--- config.mk ---
export PLATFORM = sky130hd
export DESIGN_NAME = multi_rate_divider
export DESIGN_NICKNAME = d
export VERILOG_FILES = /design/src/rtl/multi_rate_divider.sv
export SDC_FILE = /design/constraint.sdc
export NUM_CORES = 1
export LEC_CHECK = 0
export BUFFER_PORTS_ARGS = -buffer_cell sky130_fd_sc_hd__buf_2
export CAP_MARGIN = 20
export CORE_MARGIN = 8
export CORE_UTILIZATION = 35
export DETAILED_ROUTE_END_ITERATION = 16
export PLACE_DENSITY_LB_ADDON = 0.08
export SYNTH_ARGS = -nofsm -noshare
export SYNTH_HDL_FRONTEND = slang
export SYNTH_SLANG_ARGS = --single-unit
--- constraint.sdc ---
create_clock -name clk -period 4.45 [get_ports clk]
set_clock_uncertainty 0.15 [all_clocks]
set_input_delay 0.89 -clock clk [delete_from_list [all_inputs] [get_ports clk]]
set_output_delay 0.89 -clock clk [all_outputs]
set_load 0.02 [all_outputs]
--- src/rtl/multi_rate_divider.sv ---
// Multi-channel tick generator: each channel counts down from its period, ticks at zero.
// Ports: clk, resetn, run, ch_en, restart, wr_* period/mode write, tick/busy per channel.
module multi_rate_divider #(
  parameter int WIDTH = 28,
  parameter int NUM_CH = 4,
  parameter int CH_BITS = 2,
  parameter logic [WIDTH-1:0] DEFAULT_PERIOD = WIDTH'(12499999)
) (
  input  logic               clk,
  input  logic               resetn,
  input  logic               run,
  input  logic [NUM_CH-1:0]  ch_en,
  input  logic [NUM_CH-1:0]  restart,
  input  logic               wr_en,
  input  logic [CH_BITS-1:0] wr_ch,
  input  logic [WIDTH-1:0]   wr_period,
  input  logic               wr_oneshot,
  output logic [NUM_CH-1:0]  tick,
  output logic [NUM_CH-1:0]  busy
);

  for (genvar i = 0; i < NUM_CH; i++) begin : g_ch
    logic [WIDTH-1:0] period;
    logic [WIDTH-1:0] count;
    logic [WIDTH-1:0] load;
    logic             oneshot;
    logic             armed;
    logic             tick_q;
    logic             hit;

    // out-of-range wr_ch never matches any channel
    assign hit  = wr_en && (wr_ch == CH_BITS'(i));
    // a write in the restart cycle takes effect for that reload
    assign load = hit ? wr_period : period;

    always_ff @(posedge clk or negedge resetn) begin
      if (!resetn) begin
        period  <= DEFAULT_PERIOD;
        oneshot <= 1'b0;
        count   <= DEFAULT_PERIOD;
        armed   <= 1'b1;
        tick_q  <= 1'b0;
      end else begin
        if (hit) begin
          period  <= wr_period;
          oneshot <= wr_oneshot;
        end
        if (restart[i]) begin
          count  <= load;
          armed  <= 1'b1;
          tick_q <= 1'b0;
        end else if (!armed || !run || !ch_en[i]) begin
          tick_q <= 1'b0;
        end else if (count == '0) begin
          tick_q <= 1'b1;
          if (oneshot) begin
            armed <= 1'b0;
          end else begin
            count <= period;
          end
        end else begin
          count  <= count - WIDTH'(1);
          tick_q <= 1'b0;
        end
      end
    end

    assign tick[i] = tick_q;
    assign busy[i] = armed;
  end

endmodule

======== Word level (Yosys, flattened, before mapping) ========
Index checks and enable logic that the tools add are counted.
operators by class
  $add $sub $neg .......................... 4
  eq/ne operators ......................... 11
  mux-type cells .......................... 48
  reductions and logical operators ........ 42
operators by type and width
  operator                                                               count
  28-bit two-way mux                                                     20
  28-bit zero test                                                       4
  28-bit by 1-bit subtractor with 28-bit output, second input constant   4
  1-bit two-way mux                                                      28
  2-bit nonzero test                                                     8
  3-bit != test, second input constant                                   4
  3-bit AND reduction                                                    4
  1-bit zero test                                                        9
  1-bit logical OR                                                       8
  2-bit != test, second input constant                                   4
  2-bit AND reduction                                                    4
  2-bit equality test, second input constant                             2
  1-bit logical AND                                                      4
  2-bit by 1-bit equality test with 1-bit output, second input constant  1
  2-bit zero test                                                        1
storage, ports and cells
  bits of input ports ..................... 43
  word-level logic and storage cells ...... 125
  output and inout bits ................... 8
  register bits after elaboration ......... 236

======== Logic depth before layout (Yosys ltp) ========
Gate-level depths: netlist of the first run.
  depth in word-level cells ............... 5
  depth in mapped cells ................... 11
  depth with buffers taken out ............ 8

======== Worst setup path before layout of the first run ========
OpenSTA, ideal clock, no wires.
  path type ............................... flip-flop to flip-flop
  from .................................... reg g_ch[0].count[4]
  to ...................................... reg g_ch[0].count[23]
  clock period less this slack ............ 2.633 ns
  data required time ...................... 4.212 ns
  path buffers ............................ 2
  setup slack ............................. 1.817 ns
  data arrival time ....................... 2.395 ns
  setup time .............................. 0.088 ns
  stages on the path, launching flop included .. 9
  cells stage by stage .................... dfstp_2 > clkbuf_1 > or4_1 > or4_1 > clkbuf_1 > nor4_2 > xor2_1 > a222oi_1 > nand2_1
on the way
  word-level cells in the longest chain between the ends .. 4
  elaborated cells on any way between the ends .. 7
  those cells by class .................... add/sub (1); eq/ne (1); mux (3); reduce/logical (2)
RTL lines
  element                                                                            RTL line  RTL
  start: declaration                                                                 24        logic [WIDTH-1:0] count;
  start signal: assignment                                                           49        count <= load;
  start signal: assignment                                                           59        count <= period;
  start signal: assignment                                                           62        count <= count - WIDTH'(1);
  28-bit by 1-bit subtractor with 28-bit output or 28-bit zero test (tied branches)  62, 54
  28-bit two-way mux                                                                 54        end else if (count == '0) begin
  28-bit two-way mux                                                                 52        end else if (!armed || !run || !ch_en[i]) begin
  28-bit two-way mux                                                                 48        if (restart[i]) begin
Several ways; a longest one is shown, not always the timed one. The select of a mux whose other input is x is not followed.
A chain may end at the register's enable or synchronous reset.

======== Worst setup path in the final report of the first run ========
  from .................................... reg g_ch[3].count[9]
  to ...................................... reg g_ch[3].count[15]
on the way
  word-level cells in the longest chain between the ends .. 4
  elaborated cells on any way between the ends .. 7
  those cells by class .................... add/sub (1); eq/ne (1); mux (3); reduce/logical (2)
RTL lines
  element                                                                            RTL line
  start: declaration                                                                 24
  start signal: assignment                                                           49
  start signal: assignment                                                           59
  start signal: assignment                                                           62
  28-bit by 1-bit subtractor with 28-bit output or 28-bit zero test (tied branches)  62, 54
  28-bit two-way mux                                                                 54
  28-bit two-way mux                                                                 52
  28-bit two-way mux                                                                 48
Several ways; a longest one is shown, not always the timed one. The select of a mux whose other input is x is not followed.

==> qor.yml, run 1 <==
vias: 10500
dpl-instance-area_mm2: 0.0137
synth_edf_count: 0
numCtsBuffers: 29
drv_cap: 0
grt_overflow: 0
ys_seq_area_share_pct: 46.7
min_path_type: "in2async"
dr_wl_met3_um: 1610
swShare_pct: 30.5
yosys-top-cells-area: "dfstp_2, dfrtp_1, mux2_2, a22oi_1, nand2_1"
root_buffer: "clkbuf_16"
wl_per_cell_um: 23.2
powerDensity_mw_per_mm2: 470
crit_fanout: 16
crit_path_cell_trace: "nor4_1, nand3_1, or3_1, o31ai_4, buf_4, o21ai_0, o211ai_1"
antenna_found_initial: 6
cp_data_required_time_ns: 4.77
criticalPathCategory: "reg2reg"
start_util_pct: 35.5
worst_setup_path_start_kind: "flip-flop"
clock-sinks: 236
drt_iter0_markers: 670
r2r_cells: 7
status: "completed"
worstMarginPinSlew_ns: 1.02
design_area_mm2: 0.0147
grt_max_degree: 110
synthArstFlopShare_pct: 100
ant_nets: 0
timing.final.crit_period_ns: 3.32
multiInputGateArea_mm2: 0.00650
path_delay_family: "simple AND/OR/NAND/NOR gates"
fmax_mhz: 301
yosys_warnings: 0
comb_power_share_pct: 20.1
dpl.hpwl_um: 27100
syn-cell-area_mm2: 0.0130
io_pins: 51
fillCellCount: 3625
setup_violations: 0
seqPwrFrac_pct: 45.4
clk_latency_ns: 0.56
end_kind: "flip-flop"
post-route-period-util_pct: 74.6
synth_cell_type_count: 82
cts_buffer_depth: 3
leakage_nw: 5.66
synthTopCellsByCount: "dfstp_2, mux2_2, dfrtp_1"
clk_pin_slew_ns: 0.06
finalNetCount: 1364
cpMaxStageDelayCell: "nor4_1"
ys_ff_latch: 236
place_congestion: 0.816
die_area_mm2: 0.0436
rows: 70
synth_top_cell_by_area: "dfstp_2"
dieWidth_um: 209
drc: 0
area_delta_synth_final_pct: 12.9
synth_cells: 1285
rsz0062_at_grt: "false"
met1_length_um: 20600
vdd_ir_drop_max_mv: 0.316
r2r_setup_slack_ns: 1.13
crit_arrival_ns: 3.65
synth_fp_nets: 1336
finalSetupTns_ns: 0
postCtsResizedCells: 0
drive_gt1_share_pct: 30.1
tritoncts: "done"
viasPerCell: 5.79
yosys.cell_count.top_type: "dfstp_2"
highest_layer: "met4"
finalHoldViolCount: 0
grt_first_pass_wirelength_um: 65400
synth_ff_type: "dfstp_2"
power_frac_clock_pct: 34.5
r2r_end: "g_ch[3].count[15]"
p_int_mw: 4.80
core_area_mm2: 0.0366
place_ws_ns: 1.17
io_buffers: 50
drv_slew: 0
max_stage_delay_ns: 0.69
synth_top_area_share_pct: 26.7
syn_avg_cell_area_um2: 10.1
switching_power_mw: 2.10
cts_hold_buf: 0
relSlewSlack_pct: 31.8
reg2reg_from: "g_ch[3].count[9]"
path_buf_inv: 1
regArea_mm2: 0.00607
htree_num_levels: 1
crit_path_start: "g_ch[3].count[9]"
grt_use_total_pct: 19.0
dr_wl_met2_um: 18700
holdWs_ns: 0.252
post-cts-setup-buffer-count: 0
worst_slack_ns: 1.13
die_y_um: 209
routed_wl_um: 41900
grt_pass1_vias: 10500
first_pass_iters: 5
-- registers in the layout, indices dropped and copies added (netlist names) --
register	count
g_ch.armed	4
g_ch.count	112
g_ch.oneshot	4
g_ch.period	112
g_ch.tick_q	4
-- cell families (layout without fill, tap and decap cells) --
group / after synthesis / in the layout / synth area share, %
buf+inv: 101 / 152 / 3.39
xor+xnor: 59 / 59 / 3.97
other cells: 0 / 1 / 0
flops: 236 / 236 / 46.7
simple gates: 421 / 421 / 17.0
compound gates: 337 / 337 / 17.6
mux: 123 / 123 / 10.6
fa+ha+maj: 8 / 8 / 0.770
-- layer usage --
layer  GRT usage, %  vias up
met4           4.57        0
met2           29.6      227
li1               -     4902
met1           27.4     5277
met3           2.53       46
met5              0        -
-- power groups by stage --
stage / Sequential [mW] / Clock, mW / Combinational, mW
6_report: 3.13 / 2.38 / 1.39
5_1_grt: 3.20 / 2.53 / 1.56
2_1_floorplan: 3.01 / 0 / 1.06
3_5_place_dp: 3.15 / 0 / 1.39
3_3_place_gp: 3.15 / 0 / 1.38
4_1_cts: 3.12 / 2.46 / 1.40
-- final cells by class --
type                    instances  share of cell area [%]
diodes                          1                  0.0170
repair buffers                 75                    3.22
well taps                     468                    3.99
clock buffers                  50                    6.23
multi-input cells             948                    44.3
flip-flops and latches        236                    41.3
clock inverters                 4                   0.332
inverters                      23                   0.588
-- metrics by stage --
step / std cells / utilization, % / power (mW)
after detailed placement: 1750 / 37.5 / 4.55
final: 1805 / 40.1 / 6.90
after CTS: 1804 / 40.1 / 6.98
after floorplan: 1285 / - / 4.06
after global placement: 1750 / 37.5 / 4.53
after global routing: 1804 / 40.1 / 7.29
-- worst max-delay path by stage --
stage,end,depth (start not counted),slack [ns]
floorplan,g_ch[0].count[23],8,1.82
detailed placement,g_ch[0].count[21],6,1.17
global route,g_ch[3].count[15],7,0.93
global placement,g_ch[0].count[21],6,1.16
finish,g_ch[3].count[15],7,1.13
CTS,g_ch[3].count[15],7,1.14
-- placed cells by master, fill, tap and decap left out, types with 16 or more instances in the layout --
cell,n
dfstp_2,132
mux2_2,117
dfrtp_1,104
nand2_1,103
nor2_1,92
o21ai_0,74
a22oi_1,55
a21oi_1,53
buf_2,49
nand3_1,48
xnor2_1,42
nor3_1,40
a31oi_1,30
clkbuf_16,29
nor4_1,27
o211ai_1,25
buf_4,23
inv_1,20
or4_1,20
xor2_1,17
and3_1,16
Power figures use the tool's default switching activity.
==> run 2, diff against run 1 <==
- clock period: 4.45 -> 3.25 ns (I/O delays scaled with it)
==> run 2 against run 1 <==
  * Final area increased by 3.0%
  * Combinational power is 44% higher
  * Final cell count grew 2.5%
  * Sequential share of layout area is 1.2 points lower
  * First-iteration DRC count is 12% higher
  * Register-to-register slack got worse by 0.73 ns
  * Core utilization increased by 1.2 points
  * Maximum frequency grew 17%
  * Largest power group unchanged
  * Highest routed layer unchanged
==> qor.yml, run 2 (synthesized netlist as in run 1, its figures left out) <==
status: "completed"
vdd_ir_drop_max_mv: 0.442  # +40%
utilization_pct: 41.3  # +1.2 points
routed_wl_um: 42600  # +1.7%
powerDensity_mw_per_mm2: 632  # +35%
dieWidth_um: 209  # unchanged
grt_use_total_pct: 19.2  # +0.26 points
wl_per_cell_um: 23.0  # -0.82%
grt_overflow: 0  # unchanged
min_path_type: "reg2reg"
drive_gt1_share_pct: 32.6  # +2.5 points
antenna_found_initial: 7  # +1
drv_slew: 0  # unchanged
p_total_mw: 9.56  # +39%
crit_path_cell_trace: "nor4_1, nand2_1, or4_1, a21oi_1, a211oi_1, a221o_1"
area_delta_synth_final_pct: 16.3
layout.cells.most_common_list: "dfstp_2, mux2_2, dfrtp_1, nand2_1, nor2_1"
die_y_um: 209  # unchanged
dpl.cell_count: 1796  # +2.6%
worst_slack_ns: 0.403  # -0.725 ns
grt_first_pass_wirelength_um: 66300  # +1.3%
vias: 10700  # +2.0%
place_congestion: 0.838  # +2.7%
ant_nets: 0  # unchanged
dpl.hpwl_um: 28500  # +5.2%
first_pass_iters: 5  # unchanged
io_pins: 51  # unchanged
rows: 70  # unchanged
clk_latency_ns: 0.56  # about the same
fmax_mhz: 351  # +17%
max_stage_delay_ns: 0.86  # +0.17 ns
timing.final.crit_period_ns: 2.85  # -0.475 ns
fin_cells: 1851  # +2.5%
finalSetupTns_ns: 0  # unchanged
relSlewSlack_pct: 53.7  # +22 points
drc: 0  # unchanged
crit_arrival_ns: 3.14  # -0.51 ns
cpMaxStageDelayCell: "or4_1"
design_area_mm2: 0.0151  # +3.0%
end_kind: "flip-flop"
root_buffer: "clkbuf_16"
dpl-instance-area_mm2: 0.0142  # +3.2%
clock-sinks: 236  # unchanged
core_area_mm2: 0.0366  # unchanged
io_buffers: 50  # unchanged
numCtsBuffers: 29  # unchanged
finalNetCount: 1411  # +3.4%
viasPerCell: 5.76  # -0.58%
setup_violations: 0  # unchanged
grt_max_degree: 75  # -32%
place_ws_ns: 0.432  # -0.741 ns
fillCellCount: 3608  # -0.47%
holdWs_ns: 0.327  # +0.0749 ns
path_buf_inv: 0  # -1
clk_pin_slew_ns: 0.06  # about the same
worstMarginPinSlew_ns: 0.692  # -0.329 ns
htree_num_levels: 1  # unchanged
finalHoldViolCount: 0  # unchanged
reg_top3: "g_ch.count: 112 flops, g_ch.period: 112 flops"
criticalPathCategory: "reg2reg"
path_delay_family: "simple AND/OR/NAND/NOR gates"
grt_pass1_vias: 10700  # +1.8%
tritoncts: "done"
leakage_nw: 5.92  # +4.6%
crit_fanout: 13  # -3
cp_data_required_time_ns: 3.54  # -1.23 ns
post-route-period-util_pct: 87.6  # +13 points
post-cts-setup-buffer-count: 0  # unchanged
drv_cap: 0  # unchanged
drt_iter0_markers: 749  # +12%
cts_buffer_depth: 3  # unchanged
start_util_pct: 35.5  # unchanged
mostFrequentLayoutCell: "dfstp_2"
rsz0062_at_grt: "false"
worst_setup_path_start_kind: "flip-flop"
die_area_mm2: 0.0436  # unchanged
==> run 2: cell types whose count changed in the layout (fill, tap and decap cells not counted), sizes merged <==
cell         delta
inv             -1
dlygate4sd3     +1
buf            +46
clkbuf          -3
clkinv          +2
clkinvlp        +1
==> run 2: worst reg2reg max path, stage by stage (launching register included) <==
cell and delay, ns:
dfrtp_1 0.42, nor4_1 0.44, nand2_1 0.28, or4_1 0.86, a21oi_1 0.23, a211oi_1 0.07, a221o_1 0.28
==> run 2: repair_timing <==
action / in CTS / in global routing
setup endpoints to repair: 0 / 0
endpoints found under the hold margin: 37 / 0
hold buffers: 1 / 0
gates resized for setup: 0 / 0
==> run 2: path summary, 6_finish.rpt <==
check / start / end / slack, ns / cells after the start
worst max-delay path: g_ch[0].count[9] / g_ch[0].count[6] / 0.40 / 6
worst min-delay path: g_ch[0].period[23] / g_ch[0].count[23] / 0.33 / 2
worst max register to register: g_ch[0].count[9] / g_ch[0].count[6] / 0.40 / 6
worst min register to register: g_ch[0].period[23] / g_ch[0].count[23] / 0.33 / 2
max in group asynchronous: resetn / g_ch[3].count[18] / 1.57 / 3
min in group asynchronous: resetn / g_ch[1].count[27] / 0.50 / 2
==> run 2: layout make-up <==
type,count,area (um2),share of cell area [%]
Multi-Input combinational cell,948,6500,43.0
Sequential cell,236,6070,40.1
Timing Repair Buffer,122,916,6.05
Clock buffer,47,903,5.97
Tap cell,468,586,3.87
Inverter,23,86.3,0.571
Clock inverter,6,57.6,0.380
Antenna cell,1,2.50,0.0165
==> run 2: routing by layer <==
| metal | global-route usage [%] | share of wire (%) |
|---|---|---|
| met4 | 4.37 | 2.2 |
| met3 | 2.72 | 4.2 |
| met5 | 0 | 0 |
| met2 | 29.6 | 44 |
| met1 | 28.2 | 49 |
==> run 2: power breakdown <==
| group | switching (mW) | internal, mW |
|---|---|---|
| sequential | 0.559 | 3.73 |
| clock | 1.30 | 1.96 |
| combinational | 1.06 | 0.942 |
